## config.mk

```make
export PLATFORM = sky130hd
export DESIGN_NAME = reg_bank_reader
export DESIGN_NICKNAME = d
export VERILOG_FILES = /design/src/rtl/reg_bank_reader_pkg.sv /design/src/rtl/reg_bank_reader_ff.sv /design/src/rtl/reg_bank_reader.sv
export SDC_FILE = /design/constraint.sdc
export NUM_CORES = 1
export LEC_CHECK = 0
export ABC_CLOCK_PERIOD_IN_PS = 3400
export BUFFER_PORTS_ARGS = -buffer_cell sky130_fd_sc_hd__buf_2
export CAP_MARGIN = 25
export CORE_MARGIN = 2
export CORE_UTILIZATION = 41
export DETAILED_ROUTE_END_ITERATION = 7
export PLACE_DENSITY = 0.71
export SETUP_SLACK_MARGIN = 0.5
export SLEW_MARGIN = 40
export SYNTH_ARGS = -nofsm -noshare
export SYNTH_HDL_FRONTEND = slang
export SYNTH_SLANG_ARGS = --single-unit
```

## constraint.sdc

```tcl
create_clock -name Clk_CI -period 3.4 [get_ports Clk_CI]
set_clock_uncertainty 0.2 [all_clocks]
set_input_delay 0.51 -clock Clk_CI [delete_from_list [all_inputs] [get_ports Clk_CI]]
set_output_delay 0.51 -clock Clk_CI [all_outputs]
set_load 0.05 [all_outputs]
```

## src/rtl/reg_bank_reader_pkg.sv

```systemverilog
// Shared state encoding for the register-bank readout engine.
package reg_bank_reader_pkg;

  typedef enum logic [1:0] {
    STATE_IDLE   = 2'd0,
    STATE_STREAM = 2'd1,
    STATE_DONE   = 2'd2
  } state_e;

endpackage

```

## src/rtl/reg_bank_reader_ff.sv

```systemverilog
// Write-enabled register with asynchronous active-low clear.
module reg_bank_reader_ff #(
  parameter int DATA_WIDTH = 10
) (
  input  logic                  Clk_CI,
  input  logic                  Rst_RBI,
  input  logic                  WrEn_SI,
  input  logic [DATA_WIDTH-1:0] D_DI,
  output logic [DATA_WIDTH-1:0] Q_DO
);

  always_ff @(posedge Clk_CI or negedge Rst_RBI) begin
    if (!Rst_RBI)     Q_DO <= '0;
    else if (WrEn_SI) Q_DO <= D_DI;
  end

endmodule

```

## src/rtl/reg_bank_reader.sv

```systemverilog
// Snapshots a flattened register bank on request and streams it out word by
// word over valid/ready, index 0 first, then pulses Done_SO for one cycle.
module reg_bank_reader
  import reg_bank_reader_pkg::*;
#(
  parameter int DATA_WIDTH = 10,
  parameter int NUM_REGS   = 8,
  parameter int IDX_WIDTH  = 3
) (
  input  logic                           Clk_CI,
  input  logic                           Rst_RBI,
  input  logic                           Start_SI,
  input  logic [NUM_REGS*DATA_WIDTH-1:0] Bank_DI,
  input  logic                           Ready_SI,
  output logic                           Valid_SO,
  output logic [DATA_WIDTH-1:0]          Data_DO,
  output logic [IDX_WIDTH-1:0]           Idx_DO,
  output logic                           Last_SO,
  output logic                           Busy_SO,
  output logic                           Done_SO
);

  localparam int                   BANK_W   = NUM_REGS * DATA_WIDTH;
  localparam logic [IDX_WIDTH-1:0] LAST_IDX = IDX_WIDTH'(NUM_REGS - 1);

  if (NUM_REGS < 2 || IDX_WIDTH != $clog2(NUM_REGS)) begin : g_param_chk
    $error("reg_bank_reader: NUM_REGS must be >= 2 and IDX_WIDTH = clog2(NUM_REGS)");
  end

  state_e                              r_state;
  logic [IDX_WIDTH-1:0]                r_idx;
  logic [BANK_W-1:0]                   w_snap;
  logic [NUM_REGS-1:0][DATA_WIDTH-1:0] w_words;
  logic                                w_capture;
  logic                                w_stream;
  logic                                w_xfer;

  assign w_capture = (r_state == STATE_IDLE) && Start_SI;
  assign w_stream  = (r_state == STATE_STREAM);
  assign w_xfer    = w_stream && Ready_SI;

  // Snapshot decouples the readout from bank writes landing mid-stream.
  reg_bank_reader_ff #(
    .DATA_WIDTH (BANK_W)
  ) u_snap (
    .Clk_CI  (Clk_CI),
    .Rst_RBI (Rst_RBI),
    .WrEn_SI (w_capture),
    .D_DI    (Bank_DI),
    .Q_DO    (w_snap)
  );

  assign w_words = w_snap;

  always_ff @(posedge Clk_CI or negedge Rst_RBI) begin
    if (!Rst_RBI) begin
      r_state <= STATE_IDLE;
      r_idx   <= '0;
    end else begin
      case (r_state)
        STATE_IDLE: begin
          if (Start_SI) begin
            r_state <= STATE_STREAM;
            r_idx   <= '0;
          end
        end
        STATE_STREAM: begin
          // Saturate at the last word so non-power-of-two banks never wrap
          // through unused index codes.
          if (w_xfer) begin
            if (r_idx == LAST_IDX) begin
              r_state <= STATE_DONE;
              r_idx   <= '0;
            end else begin
              r_idx <= r_idx + IDX_WIDTH'(1);
            end
          end
        end
        STATE_DONE: begin
          r_state <= STATE_IDLE;
          r_idx   <= '0;
        end
        default: begin
          r_state <= STATE_IDLE;
          r_idx   <= '0;
        end
      endcase
    end
  end

  assign Valid_SO = w_stream;
  assign Busy_SO  = w_stream;
  assign Done_SO  = (r_state == STATE_DONE);
  assign Idx_DO   = w_stream ? r_idx : '0;
  assign Last_SO  = w_stream && (r_idx == LAST_IDX);
  assign Data_DO  = w_stream ? w_words[r_idx] : '0;

endmodule

```

**Word-level counts from Yosys, hierarchy flattened**

Cells that the tools add are included.

- Bits of input ports: 84
- Flip-flop bits (word level): 85
- Logic and storage cells: 29
- Output and inout port bits: 17

- Reductions and logical operators: 6
- Add/sub/neg operators: 1
- $lt $le $gt $ge: 1
- Multiplexer cells: 12
- Equal/unequal tests: 6

Operator list:

| kind | count |
|---|---|
| $bmux 10 s3 | 1 |
| $mux 10 | 2 |
| $mux 3 | 4 |
| $mux 2 | 3 |
| $pmux 3 s2 | 1 |
| $lt 3x4->1 const B | 1 |
| $ne 2x1->1 const B | 2 |
| $pmux 2 s2 | 1 |
| $add 3x1->3 const B | 1 |
| $eq 3x3->1 const B | 1 |
| $logic_and 1x1->1 | 3 |
| $reduce_and 3->1 | 1 |
| $eq 2x1->1 const B | 1 |
| $eq 2x2->1 const B | 1 |
| $logic_not 2->1 | 1 |
| $ne 2x2->1 const B | 1 |
| $reduce_and 2->1 | 1 |

**Depth between registers and ports, before layout**

- Depth after elaboration: 4
- Mapped depth: 5
- Depth with buffers taken out: 4

**Modules after synthesis**

A second synthesis with hierarchy kept.

- Cell total of the unflattened synthesis: 280
- Area total of the unflattened synthesis: 4366.7 µm²

By module, submodules not included:

| module | cells each | area each (µm²) | times used |
|---|---|---|---|
| reg_bank_reader_ff | 169 | 3374.5 | 1 |
| reg_bank_reader | 111 | 992.2 | 1 |

**Worst setup path before layout**

OpenSTA, ideal clock, no wires.

- Path kind: reg2out
- From: register r_state[1]
- To: output Data_DO[2]
- Path slack: 1.085 ns
- Cell stages (with the launch flop): 5
- Arrival time: 1.605 ns
- Data required time: 2.690 ns
- Cells stage by stage: dfrtp_1 -> or2b_1 -> inv_2 -> buf_2 -> and3_1

- Longest elaborated chain between the ends: 2

RTL lines:

| item | RTL line | source |
|---|---|---|
| from (decl) | reg_bank_reader.sv:30 | `state_e r_state;` |
| from (signal assigned) | reg_bank_reader.sv:57 | `r_state <= STATE_IDLE;` |
| from (signal assigned) | reg_bank_reader.sv:63 | `r_state <= STATE_STREAM;` |
| from (signal assigned) | reg_bank_reader.sv:72 | `r_state <= STATE_DONE;` |
| $eq 2x1->1 | reg_bank_reader.sv:39 | `assign w_stream = (r_state == STATE_STREAM);` |
| named net Busy_SO | reg_bank_reader.sv:19 | `output logic Busy_SO,` |
| $mux 10 | reg_bank_reader.sv:96 | `assign Data_DO = w_stream ? w_words[r_idx] : '0;` |
| to (decl) | reg_bank_reader.sv:16 | `output logic [DATA_WIDTH-1:0] Data_DO,` |

The timed path passes the listed nets, and every way through them passes these cells.

**Worst setup path after layout**

- From: register r_idx[1]
- To: output Data_DO[5]

- Longest elaborated chain between the ends: 3

RTL lines:

| item | RTL line | source |
|---|---|---|
| from (decl) | reg_bank_reader.sv:31 | `logic [IDX_WIDTH-1:0] r_idx;` |
| from (signal assigned) | reg_bank_reader.sv:75 | `r_idx <= r_idx + IDX_WIDTH'(1);` |
| $bmux 10 s3 | reg_bank_reader.sv:96 |  |
| $mux 10 (not written as such) | reg_bank_reader.sv:96 |  |
| $mux 10 | reg_bank_reader.sv:96 |  |

Every way passes these cells. The select of a mux whose other input is x is not followed.

==> impl_results.md <==
* Post-cts hold buffer count at 0
* CTS tree: done
* Count leader, synth: dfrtp_1
* Core Region at 10,370 µm²
* Clk pin slew, worst setup/hold paths at 0.09 ns
* DR WL/cell at 18.23 µm
* Via count at 2,548
* Max VDD drop at 0.5171 mV
* Pre-CTS setup slack at 0.5261 ns
* Vert. Die Dim at 107.4 µm
* RD Place Congestion at 0.7717
* Fin crit period at 2.705 ns
* Setup crit start kind: flop
* DIE AREA at 11,520 µm²
* Drt total wl at 9477 µm
* Netlist cell types at 26
* RSZ-0062 raised after global routing: false
* Max Clock Freq at 369.7 MHz
* Die Wd at 107.4 µm
* Global Route Usage Sum at 17.04%
* Setup crit end kind: output pin
* Clk sink count at 85
* Register-to-register path setup slack at 1.26 ns
* Rel. slew slack at 55.71%
* Detailed Routing Iterations Pass 1 at 4
* Grt total ovfl at 0
* Cell taking the most area after synthesis: dfrtp_1
* Max Buffers Root-to-Sink at 2
* CP arrival at 1.99 ns
* Drt initial violations at 103
* Synth top area cells: dfrtp_1 49%, mux2_4 27%, mux2i_1 9.4%, buf_12 4.1%, a22oi_1 3.4%
* Required @ worst endpoint at 2.69 ns
* Hold_ws at -0.01137 ns
* Synth cell count leaders: 85 x dfrtp_1, 79 x mux2_4, 41 x mux2i_1
* Syn-to-layout area delta at 17.91%
* Initial Utilization at 42.23%
* Root buf cell: clkbuf_8
* First-pass GRT wire length at 14,780 µm
* Diode count at 0
* Synth warnings at 0
* Vias in the first global route at 2,722
* Slew @ Worst Pin at 0.6643 ns
* Post-layout util at 49.79%
* Detailed Place HPWL at 6735 µm
* Pleak at 2.497 nW
* Dominant synthesized flop cell: dfrtp_1
* Endpoints failing setup at 0
* Ports at 101
* Row count at 37
* WS Path Type: reg2out
* Top cell type's share of synthesized area at 48.57%
* Net Count, Synth at 366
* CTS HTree Levels at 3
* Max Slew Vio Count at 0
* Initial antenna violation count at 0
* Cell Area, Synth at 4379 µm²
* Drt via density at 4.900
* Class of the worst hold path: in2async
* Ys async rst share at 100.0%
* Post-synth EDFFs at 0
* PwrDens at 1070 nW/µm²
* Failing checks: negative hold slack
* Syn Inst Count at 280
* Clk_lat worst skew at 0.34 ns
* Largest net degree at the start of global routing at 86
* Status: complete, but fails checks
* Setup tns final at 0 ns
* Crit share post-route at 79.55%
* Share of cells above drive strength 1 at 55.73%
* Avg Cell Area, Syn at 15.64 µm²
* Residual DRC at 0
* Nets@finish at 465
* Max-Cap Viols at 0
* Sequential element share of the synthesized area at 48.57%
* #FFs+latches synth at 85
* CTS buffer count at 9
* Routed Antenna Nets at 0
* Port buffer count at 100
* Fin. Hold Viols at 7
* Critical path fanouts, max at 8
* Worst Slack Setup Final at 0.6954 ns
stage by stage:
| step | instance area [µm²] | power [mW] | cells | hold WS (ns) |
|---|---|---|---|---|
| global placement | 4855 | 4.542 | 500 | 0.2932 |
| finish | 5164 | 5.525 | 520 | -0.01137 |
| global route | 5164 | 5.808 | 520 | 0.03956 |
| CTS | 5131 | 5.513 | 517 | 0.02332 |
| floorplan | 4379 | 4.045 | 280 | 0.01441 |
| detailed placement | 4858 | 4.579 | 500 | 0.2927 |
layout by cell type, fill, tap and decap left out:
| cell type | instances |
|---|---|
| buf_6 | 1 |
| bufinv_16 | 3 |
| and2b_2 | 1 |
| nor2b_4 | 1 |
| nor2b_2 | 3 |
| inv_8 | 1 |
| nor3b_1 | 1 |
| buf_8 | 1 |
| a211oi_2 | 1 |
| mux2i_1 | 41 |
| inv_2 | 1 |
| buf_12 | 2 |
| and2_1 | 4 |
| or2b_1 | 1 |
| and3_1 | 10 |
| inv_6 | 3 |
| dfrtp_4 | 1 |
| dfrtp_1 | 84 |
| mux2_4 | 79 |
| mux2_2 | 3 |
| ha_1 | 2 |
| buf_2 | 99 |
| nand2_1 | 2 |
| nor2b_1 | 1 |
| a21o_1 | 1 |
| inv_1 | 1 |
| clkbuf_8 | 10 |
| buf_4 | 3 |
| a22oi_1 | 20 |
| nor2_1 | 1 |
| nor2_2 | 1 |
| nor3_1 | 1 |
cell families (layout without fill, tap and decap cells):
kind of cell               count (synthesis)  count (layout)  share of synthesized area [%]
DFF                                       85              85                          48.57
adders and majority gates                  2               2                         0.5713
and+or+nand+nor                           27              27                          3.943
buffers and inverters                     21             125                          5.800
muxes                                    123             123                          37.23
AOI/OAI and AO/OA                         22              22                          3.886
sequential cells by signal (all words and copies together), names as in the netlist:
signal       flops
r_state          2
r_idx            3
u_snap.Q_DO     80
critical path, cell delays in order (launching register included):
cell and delay [ns]:
dfrtp_4 0.51, buf_4 0.20, mux2i_1 0.13, a22oi_1 0.32, and3_1 0.23, buf_2 0.26
cell type report:
cell class | count | area (µm²)
multi-input cells | 174 | 2006
repair buffers | 107 | 598.1
fillers | 922 | 5206
inverters | 2 | 7.507
well taps | 136 | 170.2
flip-flops and latches | 85 | 2131
clock buffers | 9 | 123.9
clock inverters | 7 | 127.6
per-layer routing:
| metal | up-vias | GRT usage, % | wire length, µm |
|---|---|---|---|
| li1 | 1209 | - | - |
| met1 | 1241 | 24.29 | 4542 |
| met2 | 77 | 24.77 | 4167 |
| met3 | 21 | 3.208 | 434 |
| met4 | 0 | 8.608 | 332 |
| met5 | - | 0 | 0 |
path summary, 6_finish.rpt:
| path | cells past startpoint | end | start |
|---|---|---|---|
| min reg2reg | 1 | u_snap.Q_DO[6] | u_snap.Q_DO[6] |
| max | 5 | Data_DO[5] | r_idx[1] |
| max reg2reg | 4 | u_snap.Q_DO[22] | r_state[0] |
| max in group asynchronous | 1 | r_idx[1] | Rst_RBI |
| min in group Clk_CI | 2 | u_snap.Q_DO[10] | Bank_DI[10] |
| min | 1 | u_snap.Q_DO[72] | Rst_RBI |
what timing repair did:
action,4_1_cts,5_1_grt
endpoints found under the setup margin,10,8
buffers inserted,1,3
gates resized for setup,3,3
power by group:
group	total, mW	switching [mW]	internal (mW)	leakage, nW
clock	0.879	0.379	0.501	0.127
sequential	1.87	0.342	1.53	1.01
combinational	2.78	1.44	1.33	1.36
total	5.53	2.17	3.36	2.50
Power figures use the tool's default switching activity.
